**config.mk**
```make
export PLATFORM = sky130hd
export DESIGN_NAME = alarm_controller
export DESIGN_NICKNAME = d
export VERILOG_FILES = /design/src/rtl/alarm_controller.sv
export SDC_FILE = /design/constraint.sdc
export NUM_CORES = 1
export LEC_CHECK = 0
export ABC_AREA = 1
export BUFFER_PORTS_ARGS = -buffer_cell sky130_fd_sc_hd__clkbuf_2
export CAP_MARGIN = 20
export CORE_MARGIN = 2
export CORE_UTILIZATION = 39
export DETAILED_ROUTE_END_ITERATION = 16
export PLACE_DENSITY = 0.62
export SLEW_MARGIN = 20
export SYNTH_ARGS = -nofsm -noshare
export SYNTH_HDL_FRONTEND = slang
export SYNTH_SLANG_ARGS = --single-unit
```
**constraint.sdc**
```tcl
create_clock -name clock -period 2.3 [get_ports clock]
set_clock_uncertainty 0.05 [all_clocks]
set_input_delay 0.345 -clock clock [delete_from_list [all_inputs] [get_ports clock]]
set_output_delay 0.345 -clock clock [all_outputs]
set_load 0.03 [all_outputs]
```
**src/rtl/alarm_controller.sv**
```systemverilog
// Alarm clock controller: stores a BCD HH:MM alarm time and sequences
// IDLE / ARMED / RINGING / SNOOZE with minute-based snooze and ring timeout.
module alarm_controller #(
  parameter int SNOOZE_MINUTES       = 9,
  parameter int RING_TIMEOUT_MINUTES = 30
) (
  input  logic        clock,
  input  logic        reset,
  input  logic        one_minute,
  input  logic [15:0] current_time,
  input  logic        set_alarm,
  input  logic [15:0] new_alarm_time,
  input  logic        alarm_enable,
  input  logic        snooze,
  input  logic        stop,
  output logic [15:0] alarm_time,
  output logic        alarm_on,
  output logic        snooze_active,
  output logic        set_error
);

  typedef enum logic [1:0] {IDLE, ARMED, RINGING, SNOOZE} state_t;

  localparam logic [5:0] SNOOZE_LIM = 6'(SNOOZE_MINUTES);
  localparam logic [5:0] RING_LIM   = 6'(RING_TIMEOUT_MINUTES);

  state_t     state;
  state_t     state_nxt;
  logic       match_prev;
  logic       match_prev_nxt;
  logic [5:0] min_cnt;
  logic [5:0] min_cnt_nxt;
  logic [5:0] cnt_inc;
  logic       match;
  logic       match_rise;
  logic       set_ok;
  logic       in_alert;

  function automatic logic time_valid(input logic [15:0] t);
    logic hr_ok;
    logic min_ok;
    hr_ok  = (t[15:12] <= 4'd2) && (t[11:8] <= 4'd9) &&
             !((t[15:12] == 4'd2) && (t[11:8] > 4'd3));
    min_ok = (t[7:4] <= 4'd5) && (t[3:0] <= 4'd9);
    return hr_ok && min_ok;
  endfunction

  // Saturating increment keeps the minute counter from wrapping.
  function automatic logic [5:0] sat_inc(input logic [5:0] v);
    return (v == 6'h3f) ? v : v + 6'd1;
  endfunction

  always_comb begin
    match      = (current_time == alarm_time);
    match_rise = match & ~match_prev;
    set_ok     = set_alarm & time_valid(new_alarm_time);
    in_alert   = (state == RINGING) || (state == SNOOZE);
    cnt_inc    = sat_inc(min_cnt);

    state_nxt = state;
    case (state)
      IDLE:    if (alarm_enable) state_nxt = ARMED;
      ARMED:   if (match_rise) state_nxt = RINGING;
      RINGING: begin
        if (stop)                                     state_nxt = ARMED;
        else if (snooze)                              state_nxt = SNOOZE;
        else if (one_minute && (cnt_inc == RING_LIM)) state_nxt = ARMED;
      end
      SNOOZE: begin
        if (stop)                                       state_nxt = ARMED;
        else if (one_minute && (cnt_inc == SNOOZE_LIM)) state_nxt = RINGING;
      end
      default: state_nxt = IDLE;
    endcase
    if (set_ok && in_alert) state_nxt = ARMED;
    if (!alarm_enable)      state_nxt = IDLE;

    // A new time loaded while alerting must wait for a fresh match edge.
    match_prev_nxt = (set_ok && in_alert) ? 1'b1 : match;

    min_cnt_nxt = min_cnt;
    if ((state_nxt != state) && ((state_nxt == RINGING) || (state_nxt == SNOOZE)))
      min_cnt_nxt = 6'd0;
    else if (one_minute && in_alert)
      min_cnt_nxt = cnt_inc;
  end

  always_ff @(posedge clock or posedge reset) begin
    if (reset) begin
      state         <= IDLE;
      alarm_time    <= 16'h0000;
      match_prev    <= 1'b1;
      min_cnt       <= 6'd0;
      alarm_on      <= 1'b0;
      snooze_active <= 1'b0;
      set_error     <= 1'b0;
    end else begin
      state         <= state_nxt;
      match_prev    <= match_prev_nxt;
      min_cnt       <= min_cnt_nxt;
      alarm_on      <= (state_nxt == RINGING);
      snooze_active <= (state_nxt == SNOOZE);
      set_error     <= set_alarm & ~set_ok;
      if (set_ok) alarm_time <= new_alarm_time;
    end
  end

endmodule

```
======== After elaboration in Yosys (flattened, before gate mapping) ========
Index checks and enable logic that the tools add are counted.
cells by class
  add/subtract/negate cells ............... 1
  magnitude comparators ................... 5
  equal/unequal tests ..................... 11
  muxes and demuxes ....................... 13
  bitwise gates (word level) .............. 5
  reduce and logical (&&, ||, !) cells .... 15
operator list
  cell                 number
  $mux 6               3
  $eq 16x16->1         1
  $mux 2               8
  $logic_and 1x1->1    10
  $eq 2x2->1 const B   4
  $le 4x4->1 const B   2
  $pmux 2 s4           1
  $add 6x1->6 const B  1
  $eq 6x4->1 const B   1
  $eq 6x5->1 const B   1
  $eq 6x6->1 const B   1
  $eq 4x2->1 const B   1
  $gt 4x2->1 const B   1
  $le 4x2->1 const B   1
  $le 4x3->1 const B   1
  $and 1x1->1          3
  $eq 2x1->1 const B   1
  $logic_not 2->1      1
  $logic_or 1x1->1     2
  $ne 2x2->1           1
  $not 1->1            2
  $reduce_bool 2->1    1
  $logic_not 1->1      1
  $mux 1               1
word-level totals
  flip-flop bits (word level) ............. 28
  input port bits ......................... 39
  logic and storage cells ................. 57

======== Longest topological paths before layout ========
Gate-level depths: netlist of the first run.
  word-level depth ........................ 14
  depth in mapped cells ................... 17
  depth with buffers taken out ............ 17

======== Worst setup path before layout of the first run ========
Ideal clock, no wire load.
  kind .................................... register -> register
  from .................................... register min_cnt[0]
  to ...................................... register min_cnt[0]
  arrival ................................. 1.643 ns
  data required time ...................... 2.118 ns
  path slack .............................. 0.475 ns
  stages on the path, launching flop included .. 15
  buffers on the path ..................... 0
  period minus slack after synthesis ...... 1.825 ns
  cells stage by stage .................... dfrtp_1 > ha_1 > nand3_1 > nor2_2 > a21oi_2 > nor2_2 > nand2_2 > nand2_1 > nand2_1 > nand2_1 > inv_1 > nand2_2 > nand3_1 > nand3_4 > a21oi_1
between the ends
  word-level cells in the longest chain between the ends .. 14
ends and longest elaborated chain
  what                                                line  source
  start, declared                                     31    logic [5:0] min_cnt;
  start signal, assigned                              100   min_cnt <= min_cnt_nxt;
  $add 6x1->6 / $eq 6x6->1 (equally long branches)    50    return (v == 6'h3f) ? v : v + 6'd1;
  $mux 6 *                                            50
  $eq 6x5->1                                          67    else if (one_minute && (cnt_inc == RING_LIM)) state_nxt = ARMED;
  $logic_and 1x1->1                                   67
  $mux 2                                              67
  $mux 2                                              66    else if (snooze) state_nxt = SNOOZE;
  $mux 2                                              65    if (stop) state_nxt = ARMED;
  $pmux 2 s4                                          61    case (state)
  $mux 2                                              75    if (set_ok && in_alert) state_nxt = ARMED;
  $mux 2                                              76    if (!alarm_enable) state_nxt = IDLE;
  $eq 2x2->1                                          82    if ((state_nxt != state) && ((state_nxt == RINGING) || (state_nxt == SNOOZE)))
  $logic_or 1x1->1                                    82
  $logic_and 1x1->1                                   82
  $mux 6 / $reduce_bool 2->1 (equally long branches)  n/a
Mark *: on every way between the ends. The rest lies on a longest branch, timed or not. The select of a mux whose other input is x is not followed.
A chain may end at the register's enable or synchronous reset.

======== Final worst setup path of the first run ========
  from .................................... register min_cnt[1]
  to ...................................... register min_cnt[5]
The elaborated chain is that of the path after synthesis.

==> out/qor.yml, run 1 <==
status:
  outcome: "finished clean"
routing:
  antenna_left: 0
  vias: 1660
  drc: 0
  routed_wl_um: 3740
  drt_iter0_drc: 137
  routedWlPerCell_um: 10.2
  first_pass_iters: 4
  viasPerCell: 4.54
power:
  power.leakage_nw: 1.25
  power.total_mw: 1.22
  powerDensity_mw_per_mm2: 575
  max-vdd-ir-drop_mv: 0.263
global_route:
  grt_pass1_wl_um: 6730
  grt_pass1_vias: 1548
  grt_usage_pct: 16.8
  grt_max_degree: 29
  antenna_found_initial: 0
  grt_overflow: 0
logic_synthesis:
  synthAdderAreaFrac_pct: 2.20
  synth_warnings: 0
  synth_top_family_by_area: "simple AND/OR/NAND/NOR gates"
  avgSynthCellArea_um2: 6.75
  synthCells: 253
  synth_mux_area_share_pct: 0
  yosys-top-cells-count: "87 x nand2_1, 45 x inv_1, 32 x nor2_1, 27 x dfrtp_1, 14 x o21ai_0"
  synth_edf_count: 0
  post-synth-top-area-cell: "dfrtp_1"
  ys_seq_area_share_pct: 41.1
  synth_top_cells_by_area: "dfrtp_1 40%, nand2_1 19%, inv_1 9.9%, nor2_1 7.0%, o21ai_0 4.1%"
  synth_xor_area_share_pct: 2.57
  ys_types: 24
  yosysMostFrequentCell: "nand2_1"
  ys_async_sr_fraction_pct: 100
  ys_seq_elements: 28
  ys.flop_type: "dfrtp_1"
  syn_area_mm2: 0.00171
  yosys.area.top_type_share_pct: 39.6
  yosys.area_share.simple_pct: 33.1
  synth_compound_area_share_pct: 9.53
  syn-num-nets: 295
die:
  top_level_ports: 58
  core_mm2: 0.00429
  initial_utilization_pct: 39.7
  dieHeight_um: 70.2
  rows: 24
  die_w_um: 70.2
  fp.dieArea_mm2: 0.00492
critical_path:
  r2r_start: "min_cnt[1]"
  crit_top_cell: "nand2_2"
  path_delay_family: "simple AND/OR/NAND/NOR gates"
  slowest_stage: "dfrtp_1"
  crit_fanout: 6
  cp-end-kind: "flip-flop"
  r2r_slack_ns: 0.37
  reg2regPathDepth: 15
  crit_cells: 15
  critPathLaunchType: "flip-flop"
  worstPathArrival_ns: 2.09
  path_buf_inv: 1
  cp_cell_sequence: "ha_1 > nand3_1 > nor2_2 > a21oi_2 > nor2_2 > nand2_2 > nand2_1 > nand2_1 > nand2_1 > inv_1 > nand2_2 > nand2_2 > nand2_2 > nand3_4 > a21oi_1"
  critical_path_class: "reg -> reg"
  critPathMaxStageDelay_ns: 0.41
  worstPathRequired_ns: 2.45
  crit_end: "min_cnt[5]"
  crit_start: "min_cnt[1]"
  r2r-end: "min_cnt[5]"
final_layout:
  final_core_util_pct: 49.4
  drive_gt1_share_pct: 25.2
  n_antenna_cell: 0
  final_cell_area_mm2: 0.00212
  nNetsFinal: 357
  areaGrowthSynthToFinish_pct: 24.2
  final-instance-count-excl-fill: 366
place:
  place_area_mm2: 0.00206
  place_ws_ns: 0.412
  place_hpwl_um: 2930
  dp.cells: 362
  portBuffers: 57
  gp_congestion: 0.878
clock_tree:
  cts_hold_buffers: 0
  root_buffer: "clkbuf_8"
  cts_buffer_depth: 2
  htree_levels: 1
  cts_buffers: 3
  cts_tree: "yes"
  numClockSinks: 28
  clk_latency_ns: 0.28
  path_clk_slew_ns: 0.09
  post_cts_buffers: 0
  cts_resized: 0
hold_path:
  min_path_type: "in -> async"
sta:
  worst_slew_pin_slew_ns: 0.506
  fin_crit_ns: 1.93
  slew_headroom_pct: 65.9
  hold_ws_ns: 0.0468
  rsz0062_at_grt: "false"
  period_share_pct: 84.1
  setup_viol: 0
  slew_viol_final: 0
  max_freq_ghz: 0.517
  finalSetupTns_ns: 0
  finalHoldViolations: 0
  setup_slack_ns: 0.366
job:
  cap_violations: 0
where the power goes:
group | total, mW | internal (mW) | switching [mW]
sequential | 0.585 | 0.541 | 0.0443
clock | 0.308 | 0.153 | 0.155
combinational | 0.325 | 0.112 | 0.213
total | 1.22 | 0.806 | 0.412
logic make-up (layout without fill, tap and decap cells):
| logic type | count (synthesis) | count (layout) |
|---|---|---|
| buffers and inverters | 51 | 112 |
| AO/OA/AOI/OAI | 29 | 29 |
| flip-flops | 28 | 28 |
| AND/OR/NAND/NOR | 137 | 137 |
| adder cells (fa/ha/maj) | 3 | 3 |
| XOR/XNOR | 5 | 5 |
sequential cells by signal, summed over array words and instances, names as in the netlist:
register,flops
alarm_time,16
set_error,1
state,2
match_prev,1
alarm_on,1
min_cnt,6
snooze_active,1
worst min path at each step:
stage | cells past startpoint | endpoint
finish | 3 | alarm_on
global route | 3 | alarm_time[5]
CTS | 3 | alarm_on
detailed placement | 3 | alarm_on
global placement | 3 | alarm_on
floorplan | 1 | alarm_on
layout make-up:
cell class | instances | area, um^2
Fill cell | 465 | 2170
Multi-Input combinational cell | 174 | 810
Sequential cell | 28 | 702
Timing Repair Buffer | 60 | 308
Inverter | 48 | 180
Tap cell | 52 | 65.1
Clock buffer | 4 | 55.1
per-layer routing:
| metal | part of all wire [%] | vias to the layer above | GRT usage [%] | routed length, um |
|---|---|---|---|---|
| met5 | 0 | - | 0 | 0 |
| met4 | 1.6 | 0 | 5.77 | 61 |
| met3 | 4.8 | 5 | 2.89 | 178 |
| met2 | 44 | 48 | 25.6 | 1640 |
| met1 | 50 | 727 | 24.1 | 1870 |
| li1 | - | 880 | - | - |
cells in the final DEF (no fill, tap or decap), drive strengths merged, types with 3 or more instances in the layout:
cell type,n
xor2,5
dfrtp,27
ha,3
a21oi,11
o21ai,14
nand3,8
buf,3
nand2,92
inv,48
clkbuf,61
nor2,35
worst register-to-register path, cell delays in order (launching register included):
cell	delay, ns
dfrtp_1	0.41
ha_1	0.21
nand3_1	0.14
nor2_2	0.20
a21oi_2	0.07
nor2_2	0.09
nand2_2	0.05
nand2_1	0.05
nand2_1	0.04
nand2_1	0.05
inv_1	0.04
nand2_2	0.06
nand2_2	0.06
nand2_2	0.07
nand3_4	0.09
a21oi_1	0.17
No activity file was read; power rests on OpenSTA's default activity.
==> inputs of run 2 (changes only) <==
ABC_AREA = 0   (was 1)
PLACE_DENSITY = 0.65   (was 0.62)
clock period = 1.6 ns   (was 2.3 ns; I/O delays follow)
==> run 2 against run 1 <==
  * The run now ends with setup timing left
  * Die area fell by 7.9%
  * Area after synthesis decreased by 8.4%
  * Sequential cell count unchanged
  * Clock-buffer cell count decreased by 1
  * Design area rose by 12%
  * Critical path type unchanged
  * Critical endpoint is now min_cnt[2]
  * Largest power group unchanged
==> out/qor.yml, run 2 <==
logic_synthesis:
  avgSynthCellArea_um2: 11.5
  yosys.area_share.simple_pct: 14.6
  synthAdderAreaFrac_pct: 2.40
  synth_xor_area_share_pct: 10.6
  synth_top_cells_by_area: "dfrtp_1 43%, xnor2_1 11%, mux2_2 9.4%, a31oi_1 2.8%, ha_1 2.4%"
  ys.flop_type: "dfrtp_1"
  synth_compound_area_share_pct: 12.2
  ys_async_sr_fraction_pct: 100
  post-synth-top-area-cell: "dfrtp_1"
  yosysMostFrequentCell: "dfrtp_1"
  synthCells: 136
  yosys-top-cells-count: "27 x dfrtp_1, 19 x xnor2_1, 13 x mux2_2, 7 x a31oi_1, 7 x nand3_1"
  ys_seq_elements: 28
  synth_warnings: 0
  yosys.area.top_type_share_pct: 43.2
  syn-num-nets: 178
  ys_seq_area_share_pct: 44.9
  ys_types: 38
  syn_area_mm2: 0.00156
  synth_top_family_by_area: "simple AND/OR/NAND/NOR gates"
  synth_edf_count: 0
  synth_mux_area_share_pct: 12.2
critical_path:
  worstPathArrival_ns: 2.08
  critical_path_class: "reg -> reg"
  slowest_stage: "or4b_4"
  critPathMaxStageDelay_ns: 0.50
  cp_cell_sequence: "ha_4 > xnor2_1 > or4b_4 > or2_1 > or4b_4 > a31oi_1"
  cp-end-kind: "flip-flop"
  worstPathRequired_ns: 1.69
  crit_fanout: 6
  critPathLaunchType: "flip-flop"
  crit_top_cell: "or4b_4"
final_layout:
  regMostFlops: "alarm_time"
  final_cell_area_mm2: 0.00238
  n_antenna_cell: 0
  final-instance-count-excl-fill: 281
  final_core_util_pct: 60.4
  most-common-layout-cells: "57 x clkbuf_2, 34 x buf_4, 26 x dfrtp_1"
  areaGrowthSynthToFinish_pct: 52.3
  nNetsFinal: 274
  reg_top3: "alarm_time (16), min_cnt (6), state (2)"
  largest_reg_flops: 16
  drive_gt1_share_pct: 56.3
  final_common_cell: "clkbuf_2"
sta:
  setup_slack_ns: -0.390
  worst_slew_pin_slew_ns: 0.376
  period_share_pct: 124
  rsz0062_at_grt: "true"
  fin_crit_ns: 1.99
  finalSetupTns_ns: -3.47
  slew_viol_final: 0
  setup_viol: 10
  finalHoldViolations: 0
  hold_ws_ns: 0.133
  max_freq_ghz: 0.503
  slew_headroom_pct: 74.6
status:
  violations: "setup timing"
  outcome: "complete, but fails checks"
place:
  portBuffers: 57
  place_ws_ns: -0.418
  gp_congestion: 0.750
  place_hpwl_um: 3190
  place_area_mm2: 0.00224
  dp.cells: 275
clock_tree:
  cts_buffer_depth: 2
  path_clk_slew_ns: 0.10
  numClockSinks: 28
  htree_levels: 1
  cts_buffers: 3
  cts_tree: "yes"
  clk_latency_ns: 0.28
  root_buffer: "clkbuf_8"
routing:
  routedWlPerCell_um: 14.2
  vias: 1399
  drt_iter0_drc: 24
  routed_wl_um: 4000
  first_pass_iters: 3
  viasPerCell: 4.98
  antenna_left: 0
  drc: 0
die:
  initial_utilization_pct: 39.7
  top_level_ports: 58
  fp.dieArea_mm2: 0.00453
  rows: 23
  dieHeight_um: 67.3
  core_mm2: 0.00394
  die_w_um: 67.3
global_route:
  grt_pass1_vias: 1525
  grt_max_degree: 29
  grt_usage_pct: 18.7
  antenna_found_initial: 0
  grt_overflow: 0
  grt_pass1_wl_um: 6470
hold_path:
  min_path_type: "in -> reg"
job:
  cap_violations: 0
power:
  max-vdd-ir-drop_mv: 0.492
  power.leakage_nw: 1.16
  powerDensity_mw_per_mm2: 830
  power.total_mw: 1.98
[run 2: cell count changes in the layout (fill, tap and decap cells not counted), sizes merged, moves of 4 or more]
cell   change
nor2      -34
xnor2     +19
a31oi      +7
nor2b      +4
inv       -42
xor2       -5
o21ai     -10
nand2     -90
and3       +6
a21oi     -11
buf       +34
mux2      +14
[run 2: area by class of cell]
type,instances,area (um^2)
tap,50,62.6
timing repair buffer,95,602
inverter,6,22.5
clock inverter,1,30.0
multi-input combinational,98,921
fill,328,1560
clock buffer,3,41.3
sequential,28,703
[run 2: final timing paths]
kind	start	cells after the start	slack (ns)	endpoint
max	min_cnt[1]	6	-0.39	min_cnt[2]
min	set_alarm	2	0.13	set_error
max reg2reg	min_cnt[1]	6	-0.39	min_cnt[2]
min reg2reg	alarm_time[0]	1	0.53	alarm_time[0]
max in group asynchronous	reset	4	0.71	match_prev
min in group asynchronous	reset	4	0.49	min_cnt[3]
[run 2: per-layer routing]
metal	part of all wire, %	routed length, um	GRT usage, %	vias up
li1	-	-	-	686
met1	40	1600	22.0	676
met2	55	2200	35.4	35
met3	4.5	180	2.67	2
met4	0.48	19	4.59	0
met5	0	0	0	-
[run 2: kinds of logic after synthesis]
family | Yosys count
fa+ha+maj | 3
compound gates | 24
simple gates | 35
mux | 17
buf+inv | 10
flops | 28
xor+xnor | 19
[run 2: what timing repair did]
item	CTS	global route
hold buffers	1	0
setup buffers	0	1
pin swaps	0	9
gates resized for setup	5	5
endpoints found under the setup margin	10	10
hold endpoints to repair	27	0
[run 2: worst max-delay path, delay by kind of cell (launching register included)]
kind / cells / cell delay (ns)
adders and majority gates: 1 / 0.17
DFF: 1 / 0.45
AOI/OAI and AO/OA: 1 / 0.09
and+or+nand+nor: 3 / 0.98
xor gates and xnor gates: 1 / 0.12
[run 2: where the power goes]
part	internal [mW]	total (mW)	leakage, nW	switching (mW)
combinational	0.285	0.588	0.759	0.303
sequential	0.777	0.835	0.369	0.0578
clock	0.335	0.556	0.0357	0.221
==> inputs of run 3 (changes only) <==
clock period = 1.65 ns   (was 1.6 ns; I/O delays follow)
==> run 3 against run 2 <==
  * The run still ends with setup timing left
  * Critical path depth did not move
  * Hold slack improved by 0.0026 ns
  * Fmax fell by 0.86%
  * Non-clock buffer count fell by 5
  * Sequential cell count unchanged
  * Clock-buffer cell count unchanged
  * Final cell count down 1.8%
  * Register-to-register slack better by 0.03 ns
  * Worst setup slack better by 0.033 ns
  * Sequential power is 2.9% lower
  * Largest cell class unchanged
  * Largest power group unchanged
==> out/qor.yml, run 3 (same netlist as run 2, synthesis figures left out) <==
final_layout:
  multiInputGateArea_um2: 922
  regMostFlops: "alarm_time"
  n_antenna_cell: 0
  most-common-layout-cells: "57 x clkbuf_2, 30 x buf_4, 26 x dfrtp_1"
  final_core_util_pct: 59.4
  reg_top3: "alarm_time (16), min_cnt (6), state (2)"
  nNetsFinal: 269
  drive_gt1_share_pct: 56.2
  largest_reg_flops: 16
  final_common_cell: "clkbuf_2"
  seq_area_um2: 703
  areaGrowthSynthToFinish_pct: 49.8
  fill_cells: 333
clock_tree:
  root_buffer: "clkbuf_8"
  post_cts_buffers: 0
  clk_latency_ns: 0.28
  path_clk_slew_ns: 0.10
  cts_buffer_depth: 2
  cts_tree: "yes"
  numClockSinks: 28
  cts_buffers: 3
  htree_levels: 1
sta:
  slew_headroom_pct: 76.0
  setup_viol: 10
  setup_slack_ns: -0.357
  rsz0062_at_grt: "true"
  slew_viol_final: 0
  finalHoldViolations: 0
  max_freq_ghz: 0.498
  fin_crit_ns: 2.01
  finalSetupTns_ns: -3.15
  period_share_pct: 122
  worst_slew_pin_slew_ns: 0.356
routing:
  routed_wl_um: 3870
  first_pass_iters: 4
  antenna_left: 0
  drt_iter0_drc: 37
  vias: 1383
  drc: 0
  viasPerCell: 5.01
  routedWlPerCell_um: 14.0
die:
  fp.dieArea_mm2: 0.00453
  initial_utilization_pct: 39.7
  top_level_ports: 58
  die_w_um: 67.3
  rows: 23
  dieHeight_um: 67.3
  core_mm2: 0.00394
critical_path:
  crit_fanout: 6
  slowest_stage: "or4b_4"
  cp-end-kind: "flip-flop"
  r2r_start: "min_cnt[1]"
  worstPathRequired_ns: 1.75
  path_delay_family: "simple AND/OR/NAND/NOR gates"
  cp_cell_sequence: "ha_4 > xnor2_1 > or4b_4 > or2_4 > or4b_4 > a31oi_1"
  critPathMaxStageDelay_ns: 0.50
  worstPathArrival_ns: 2.11
  r2r-end: "min_cnt[3]"
  path_buf_inv: 0
  reg2regPathDepth: 6
  critPathLaunchType: "flip-flop"
  critical_path_class: "reg -> reg"
  r2r_slack_ns: -0.36
  crit_top_cell: "or4b_4"
place:
  portBuffers: 57
  place_hpwl_um: 3140
  place_ws_ns: -0.404
  gp_congestion: 0.773
hold_path:
  min_path_type: "in -> reg"
  hold_start: "new_alarm_time[0]"
  hold_depth: 2
  whs_endpoint: "alarm_time[0]"
global_route:
  grt_pass1_vias: 1490
  grt_usage_pct: 19.1
  grt_pass1_wl_um: 6490
  antenna_found_initial: 0
  grt_overflow: 0
  grt_max_degree: 29
power:
  power.leakage_nw: 1.14
  max-vdd-ir-drop_mv: 0.666
  powerDensity_mw_per_mm2: 810
status:
  violations: "setup timing"
  outcome: "complete, but fails checks"
job:
  cap_violations: 0
-- run 3: worst max path at each step --
| stage | depth (start not counted) | slack (ns) | to | start |
|---|---|---|---|---|
| 5_1_grt | 6 | -0.40 | min_cnt[3] | min_cnt[1] |
| 4_1_cts | 6 | -0.35 | min_cnt[3] | min_cnt[1] |
| 3_5_place_dp | 6 | -0.40 | min_cnt[4] | min_cnt[1] |
| 3_3_place_gp | 6 | -0.31 | min_cnt[1] | min_cnt[1] |
| 2_1_floorplan | 7 | -0.31 | min_cnt[0] | min_cnt[0] |
| 6_report | 6 | -0.36 | min_cnt[3] | min_cnt[1] |
-- run 3: layout make-up --
cell class,instances,area share (%)
flip-flops and latches,28,30.0
inverters,6,0.962
repair buffers,90,23.9
multi-input cells,98,39.4
clock buffers,3,1.76
clock inverters,1,1.28
well taps,50,2.67
-- run 3: through the flow --
step           hold slack [ns]  cells  instance area, um^2  power [mW]
6_report                 0.136    276                 2340        1.90
5_1_grt                  0.136    276                 2340        1.98
4_1_cts                  0.127    276                 2330        1.93
3_5_place_dp             0.269    271                 2210        1.37
3_3_place_gp             0.256    271                 2210        1.35
2_1_floorplan            0.262    136                 1630        1.14
-- run 3: worst register-to-register path, cell delays in order, from the launching register on --
cell	delay, ns
dfrtp_2	0.45
ha_4	0.17
xnor2_1	0.11
or4b_4	0.50
or2_4	0.26
or4b_4	0.24
a31oi_1	0.09
-- run 3: report_power, final --
part	leakage (nW)	switching, mW	internal, mW
Clock	0.0357	0.222	0.325
Combinational	0.734	0.282	0.258
Sequential	0.369	0.0579	0.753
-- run 3: timing repair --
action,in CTS,in global routing
setup endpoints to repair,10,10
hold buffers,1,0
pin swaps,6,1
hold endpoints to repair,27,0
gates resized for setup,5,4
-- run 3: routing by layer --
metal | wire, um | share of wire, % | vias to the layer above | global-route usage [%]
li1 | - | - | 674 | -
met1 | 1540 | 40 | 664 | 20.5
met2 | 2050 | 53 | 40 | 36.9
met3 | 233 | 6.0 | 5 | 3.83
met4 | 49 | 1.3 | 0 | 6.12
met5 | 0 | 0 | - | 0
